[src/rtl/mr1_mem_pkg.sv]
// Shared types for the MR1 memory arbiter: request source tags, access sizes
// and the request field bundle.
package mr1_mem_pkg;

  typedef enum logic {
    SRC_INSTR = 1'b0,
    SRC_DATA  = 1'b1
  } src_t;

  localparam logic [1:0] SIZE_B = 2'd0;
  localparam logic [1:0] SIZE_H = 2'd1;
  localparam logic [1:0] SIZE_W = 2'd2;

  typedef struct packed {
    logic        wr;
    logic [31:0] addr;
    logic [1:0]  size;
    logic [31:0] data;
  } req_t;

endpackage

[src/rtl/mr1_tag_fifo.sv]
// Source-tag FIFO: remembers which requester issued each in-flight read so
// in-order responses can be routed back.
module mr1_tag_fifo #(
  parameter int DEPTH = 4
) (
  input  logic                    clk,
  input  logic                    reset,
  input  logic                    push,
  input  logic                    push_tag,
  input  logic                    pop,
  output logic                    head,
  output logic                    full,
  output logic                    empty,
  output logic [$clog2(DEPTH):0]  count
);

  localparam int AW = $clog2(DEPTH);
  localparam logic [AW:0] FULL_CNT = (AW + 1)'(DEPTH);

  logic [DEPTH-1:0] tags;
  logic [AW-1:0]    wr_ptr;
  logic [AW-1:0]    rd_ptr;
  logic             do_push;
  logic             do_pop;

  assign full    = (count == FULL_CNT);
  assign empty   = (count == '0);
  assign do_push = push & ~full;
  assign do_pop  = pop & ~empty;
  assign head    = tags[rd_ptr];

  // DEPTH is a power of two, so the pointers wrap naturally.
  always_ff @(posedge clk or posedge reset) begin
    if (reset) begin
      tags   <= '0;
      wr_ptr <= '0;
      rd_ptr <= '0;
      count  <= '0;
    end else begin
      if (do_push) begin
        tags[wr_ptr] <= push_tag;
        wr_ptr       <= wr_ptr + 1'b1;
      end
      if (do_pop) begin
        rd_ptr <= rd_ptr + 1'b1;
      end
      case ({do_push, do_pop})
        2'b10:   count <= count + 1'b1;
        2'b01:   count <= count - 1'b1;
        default: count <= count;
      endcase
    end
  end

endmodule

[src/rtl/mr1_mem_arbiter.sv]
// Shares one memory port between MR1 instruction fetch and data access:
// grant/lock/starvation control plus in-order read response routing.
module mr1_mem_arbiter
  import mr1_mem_pkg::*;
#(
  parameter int MAX_OUTSTANDING = 4,
  parameter int STARVE_LIMIT    = 3
) (
  input  logic                               clk,
  input  logic                               reset,
  input  logic                               instr_req_valid,
  output logic                               instr_req_ready,
  input  logic [31:0]                        instr_req_addr,
  output logic                               instr_rsp_valid,
  output logic [31:0]                        instr_rsp_data,
  input  logic                               data_req_valid,
  output logic                               data_req_ready,
  input  logic                               data_req_wr,
  input  logic [31:0]                        data_req_addr,
  input  logic [1:0]                         data_req_size,
  input  logic [31:0]                        data_req_data,
  output logic                               data_rsp_valid,
  output logic [31:0]                        data_rsp_data,
  output logic                               mem_req_valid,
  input  logic                               mem_req_ready,
  output logic                               mem_req_wr,
  output logic [31:0]                        mem_req_addr,
  output logic [1:0]                         mem_req_size,
  output logic [31:0]                        mem_req_data,
  input  logic                               mem_rsp_valid,
  input  logic [31:0]                        mem_rsp_data,
  output logic [$clog2(MAX_OUTSTANDING):0]   outstanding,
  output logic                               err_unexpected_rsp
);

  localparam int SW = (STARVE_LIMIT < 1) ? 1 : $clog2(STARVE_LIMIT + 1);
  localparam logic [SW-1:0] STARVE_MAX = SW'(STARVE_LIMIT);

  // Handshake: a transfer happens on a cycle where valid & ready are both
  // high; valid never depends on ready, and a stalled request keeps valid
  // and its fields stable until accepted.

  req_t          instr_req;
  req_t          data_req;
  req_t          gnt_req;
  src_t          grant;
  src_t          locked_src;
  logic          lock;
  logic [SW-1:0] starve_cnt;
  logic          grant_active;
  logic          grant_is_read;
  logic          blocked;
  logic          mem_hs;
  logic          instr_hs;
  logic          fifo_head;
  logic          fifo_full;
  logic          fifo_empty;
  logic          rsp_ok;

  assign instr_req = '{wr: 1'b0, addr: instr_req_addr, size: SIZE_W, data: 32'd0};
  assign data_req  = '{wr: data_req_wr, addr: data_req_addr,
                       size: data_req_size, data: data_req_data};

  always_comb begin
    grant = SRC_DATA;
    if (lock) begin
      grant = locked_src;
    end else if (data_req_valid && (starve_cnt < STARVE_MAX)) begin
      grant = SRC_DATA;
    end else if (instr_req_valid) begin
      grant = SRC_INSTR;
    end else begin
      grant = SRC_DATA;
    end
  end

  assign grant_active  = (grant == SRC_INSTR) ? instr_req_valid : data_req_valid;
  assign gnt_req       = (grant == SRC_INSTR) ? instr_req : data_req;
  assign grant_is_read = ~gnt_req.wr;

  // Reads stall on a full tag FIFO; stores carry no tag and always proceed.
  assign blocked = grant_active & grant_is_read & fifo_full;

  assign mem_req_valid = grant_active & ~blocked & ~reset;
  assign mem_req_wr    = gnt_req.wr;
  assign mem_req_addr  = gnt_req.addr;
  assign mem_req_size  = gnt_req.size;
  assign mem_req_data  = gnt_req.data;

  assign instr_req_ready = (grant == SRC_INSTR) & mem_req_ready & ~blocked & ~reset;
  assign data_req_ready  = (grant == SRC_DATA) & mem_req_ready & ~blocked & ~reset;

  assign mem_hs   = mem_req_valid & mem_req_ready;
  assign instr_hs = instr_req_valid & instr_req_ready;

  mr1_tag_fifo #(
    .DEPTH (MAX_OUTSTANDING)
  ) u_tag_fifo (
    .clk      (clk),
    .reset    (reset),
    .push     (mem_hs & grant_is_read),
    .push_tag (logic'(grant)),
    .pop      (mem_rsp_valid),
    .head     (fifo_head),
    .full     (fifo_full),
    .empty    (fifo_empty),
    .count    (outstanding)
  );

  assign rsp_ok          = mem_rsp_valid & ~fifo_empty & ~reset;
  assign instr_rsp_valid = rsp_ok & (src_t'(fifo_head) == SRC_INSTR);
  assign data_rsp_valid  = rsp_ok & (src_t'(fifo_head) == SRC_DATA);
  assign instr_rsp_data  = mem_rsp_data;
  assign data_rsp_data   = mem_rsp_data;

  always_ff @(posedge clk or posedge reset) begin
    if (reset) begin
      lock               <= 1'b0;
      locked_src         <= SRC_INSTR;
      starve_cnt         <= '0;
      err_unexpected_rsp <= 1'b0;
    end else begin
      if (mem_req_valid && !mem_req_ready) begin
        lock       <= 1'b1;
        locked_src <= grant;
      end else if (mem_hs) begin
        lock <= 1'b0;
      end

      if (instr_hs) begin
        starve_cnt <= '0;
      end else if (instr_req_valid && (starve_cnt < STARVE_MAX)) begin
        starve_cnt <= starve_cnt + 1'b1;
      end

      if (mem_rsp_valid && fifo_empty) begin
        err_unexpected_rsp <= 1'b1;
      end
    end
  end

endmodule
[config.mk]
export PLATFORM = sky130hd
export DESIGN_NAME = mr1_mem_arbiter
export DESIGN_NICKNAME = d
export VERILOG_FILES = /design/src/rtl/mr1_mem_pkg.sv /design/src/rtl/mr1_tag_fifo.sv /design/src/rtl/mr1_mem_arbiter.sv
export SDC_FILE = /design/constraint.sdc
export NUM_CORES = 1
export LEC_CHECK = 0
export CORE_AREA = 2 2 107 109
export DETAILED_ROUTE_END_ITERATION = 10
export DIE_AREA = 0 0 109 111
export GPL_ROUTABILITY_DRIVEN = 1
export PLACE_DENSITY = 0.67
export SLEW_MARGIN = 10
export SYNTH_ARGS = -nofsm -noshare
export SYNTH_HDL_FRONTEND = slang
export SYNTH_SLANG_ARGS = --single-unit
[constraint.sdc]
create_clock -name clk -period 2.23 [get_ports clk]
set_clock_uncertainty 0.15 [all_clocks]
set_input_delay 0.3345 -clock clk [delete_from_list [all_inputs] [get_ports clk]]
set_output_delay 0.3345 -clock clk [all_outputs]
set_load 0.05 [all_outputs]
==> impl.org <==
** Status
- Failing checks :: setup timing
- Status :: finished with violations

** Timing
- In this run the tightest slew margin relative to its limit is 66.0%.
- Setup repair after global routing could not meet its margin everywhere.
- Final period util :: 103%
- The hold violation count in the final report is 0.
- Final critical-path required period :: between 2 and 2.5 ns
- Based on the critical path, the design can be clocked at up to 436 MHz.
- In the post-route analysis, the smallest setup slack over all paths is -0.0625 ns.
- At the pin with the least slew margin, the transition time is just over 0.5 ns.
- Final hold analysis gives a worst-case slack of 0.318 ns.
- Setup total negative slack on the finished layout was measured at -0.689 ns.
- Max Slew Vio Count :: 0
- Setup violations remaining at the end of the flow were counted as 44.

** Routing
- Dividing the detail-routed via count by the number of cells gives about 4.3.
- Detailed routing placed a total of roughly 780 um of wire on met3.
- The detailed router finished its first iteration with about 110 violations.
- Total wire length :: slightly above 10,000 um
- Number of DRC violations after detailed routing :: 0
- Sum of routed wire segments on met1 :: 3590 um
- Number of iterations in the first detailed-routing pass :: 4
- After detailed routing, no signal wire sits above met4.
- Detailed routing placed a total of 5460 um of wire on met2.
- Summing over every cut layer, the via total after detailed routing is 2,473.
- Count of nets left with antenna violations after detail routing :: 0
- Dividing the detail-routed wire length by the instance count gives 17.5 um.

** Die
- The floorplan step defined a core boundary enclosing ~11,000 sq um.
- Die boundary height :: 111 um
- 277 I/O pins were placed.
- In this run the core area contains 39 standard-cell rows.
- For this configuration, the core starts out at a cell density of 18.8%.
- Die outline area :: roughly 12,000 sq um
- Die X-Extent :: 109 um

** Synthesis
- Sequential elements use 19.3% of the synthesized area.
- Dividing the synthesized area by the synthesized cell count gives about 7 sq um.
- Cell area after technology mapping :: just over 2000 sq um
- Synthesized net count :: 434
- Async set or reset register ratio after synthesis :: 100%
- Number of warnings reported in the yosys synthesis log :: 0
- Number of enable-type register cells in the synthesized netlist :: 0
- Synthesis inferred 16 register bits.
- The most used flip-flop cell after synthesis is dfrtp_1.
- Gate count after technology mapping :: 290
- Synth unique cells :: 38

** Power and ir drop
- Across the VDD grid, the largest voltage drop is 0.961 mV.
- Of the total power, combinational logic draws 87.9%.
- Design internal power :: 0.00416 W
- Net switching is between 40% and 50% of the power.
- Power share of the sequential group :: 7.4%
- The design draws 0.00829 W.
- Leakage power :: 2.23 nW
- Net load switching power :: around 0.0041 W
- The clock network burns about 4.7% of the power.
- Power per standard cell area :: around 1600 nW/um^2

** CTS
- Register clock-pin slew on the reported worst setup and hold paths :: 0.05 ns
- Clock tree buffer depth :: 2
- The tree is rooted in a clkbuf_16.
- At the later pin of the worst-skew pair, clock insertion delay measures 0.25 ns.
- Count of H-tree levels built during CTS :: 1
- Clock buffers created by TritonCTS :: 3
- For this design, the CTS-stage hold fixing added 0 buffers.
- Clock tree synthesis found a total of 16 sinks.
- TritonCTS built the clock tree.

** Cells and area
- 0 antenna diodes ended up in the layout.
- Most common cell after layout, fill and taps aside :: clkdlybuf4s50_1
- Reg area :: about 400 sq um
- Cells with a size suffix above 1 make up 50.2% of the layout.
- Most used cells in the layout excluding fill and tap cells :: clkdlybuf4s50_1 (106), buf_12 (72), nand2_1 (50), nand2_2 (39), and2_4 (33)
- Fill count :: about 1,000
- Area taken by multi-input logic gates :: 1470 sq um
- The area growth from synthesis to layout is 143%.
- Layout net count :: 583

** Critical path
- The worst setup path is captured at an output pin.
- Required time of the critical path :: 1.75 ns
- Critical-path top delay cell :: dfrtp_1
- In this run the worst path has a maximum fanout of 5.
- For the worst setup path, the data arrival time is 1.81 ns.
- Startpoint type of the worst setup path :: flop
- Cell chain of the critical path :: ha_4, nor2b_4, buf_6, o21ai_4, buf_4, buf_4, nand2_1, nand2_1, buf_12
- For this run, the slowest stage of the critical path takes 0.40 ns.
- The setup check on the worst reg-to-reg path leaves a slack of -0.05 ns.
- Classification of the worst setup path :: flop to output pin

** Placed design
- Input and output buffers added on the ports amount to 180.
- The congestion estimate from routability-driven global placement came to 0.886.
- Prior to clock tree synthesis, the placed netlist has a worst setup slack of -0.312 ns.
- The wire-length estimate of the detail-placed layout is about 7700 um.

** Run
- The tool flagged a number of max-cap violations equal to 0.

** GRT
- After global routing the overflow that remains totals 0.
- The number of antenna violations at the first check in global routing is 0.
- The first global-routing pass estimated 15,200 um of wire.
- Vias in the first global route :: 2,682
- Combined global-route utilization of all metal layers :: 16.0%
- Largest net degree at the start of global routing :: 31

** Worst hold path
- Worst min-delay path category :: flop to flop
[path summary, 6_finish.rpt]
check,to,cells past startpoint,start
setup reg to reg,u_tag_fifo.count[2],11,starve_cnt[0]
hold / removal,err_unexpected_rsp,1,err_unexpected_rsp
hold reg to reg,err_unexpected_rsp,1,err_unexpected_rsp
min in group asynchronous,err_unexpected_rsp,4,reset
setup / recovery,mem_req_addr[29],9,starve_cnt[0]
max in group asynchronous,u_tag_fifo.count[0],4,reset
[cells by family (layout without fill, tap and decap cells)]
kind of cell | count (synthesis) | count (layout) | synth area share [%]
compound gates | 24 | 24 | 9.87
flops | 16 | 16 | 19.3
fa+ha+maj | 7 | 7 | 4.58
mux | 5 | 5 | 3.07
buf+inv | 83 | 231 | 27.5
xor+xnor | 7 | 7 | 2.95
simple gates | 148 | 148 | 32.8
[flip-flops by register name, summed over array words and instances (netlist names)]
| name | cells |
|---|---|
| u_tag_fifo.tags | 4 |
| starve_cnt | 2 |
| u_tag_fifo.count | 3 |
| locked_src | 1 |
| u_tag_fifo.wr_ptr | 2 |
| err_unexpected_rsp | 1 |
| u_tag_fifo.rd_ptr | 2 |
| lock | 1 |
[through the flow]
step	instance area (sq um)	instances	util (%)
floorplan	2120	290	-
global placement	4470	562	40.3
detailed placement	4470	562	40.3
CTS	5010	579	45.3
global route	5040	581	45.5
finish	5040	581	45.5
[synth_stat cells, drive strengths merged (2+ instances only)]
| master | n | area [sq um] |
|---|---|---|
| xnor2 | 5 | 43.8 |
| nor3 | 4 | 20.0 |
| nor2b | 2 | 12.5 |
| ha | 6 | 75.1 |
| a31oi | 4 | 25.0 |
| o21ai | 2 | 13.8 |
| a211oi | 2 | 20.0 |
| xor2 | 2 | 17.5 |
| a21o | 2 | 15.0 |
| and2 | 33 | 206 |
| nand2 | 97 | 364 |
| mux2i | 3 | 30.0 |
| o41ai | 2 | 25.0 |
| buf | 71 | 526 |
| nand3 | 2 | 15.0 |
| dfrtp | 16 | 400 |
| clkbuf | 3 | 11.3 |
| a21oi | 4 | 31.3 |
| a41oi | 4 | 35.0 |
| inv | 9 | 33.8 |
| nand2b | 5 | 31.3 |
| nor2 | 3 | 13.8 |
[cell type report]
type	instances	area share (%)
Clock buffer	4	1.76
Inverter	9	0.720
Multi-Input combinational cell	191	29.2
Sequential cell	16	8.04
Tap cell	143	3.55
Timing Repair Buffer	218	56.7
[what timing repair did]
action	4_1_cts	5_1_grt
pin swaps	27	11
cloned	3	0
buffers inserted	10	5
endpoints found under the setup margin	70	71
gates resized for setup	102	17
[power groups by stage]
stage	Sequential (W)	Clock [W]	Combinational, W
after floorplan	0.000687	0	0.00345
after global placement	0.000583	0	0.00637
after detailed placement	0.000595	0	0.00643
after CTS	0.000591	0.000395	0.00737
after global routing	0.000640	0.000406	0.00762
final	0.000613	0.000388	0.00729
[routing by layer]
metal / global-route usage [%] / vias to the layer above
met2: 30.1 / 140
met5: 0 / -
met3: 3.64 / 24
met4: 4.70 / 0
li1: - / 1152
met1: 17.5 / 1157
[critical path, delay by kind of cell (launching register included)]
family / cells / cell delay, ns
adders and majority gates: 1 / 0.17
and+or+nand+nor: 3 / 0.21
AOI/OAI and AO/OA: 1 / 0.27
DFF: 1 / 0.40
buffers and inverters: 4 / 0.51
Power figures use the tool's default switching activity.
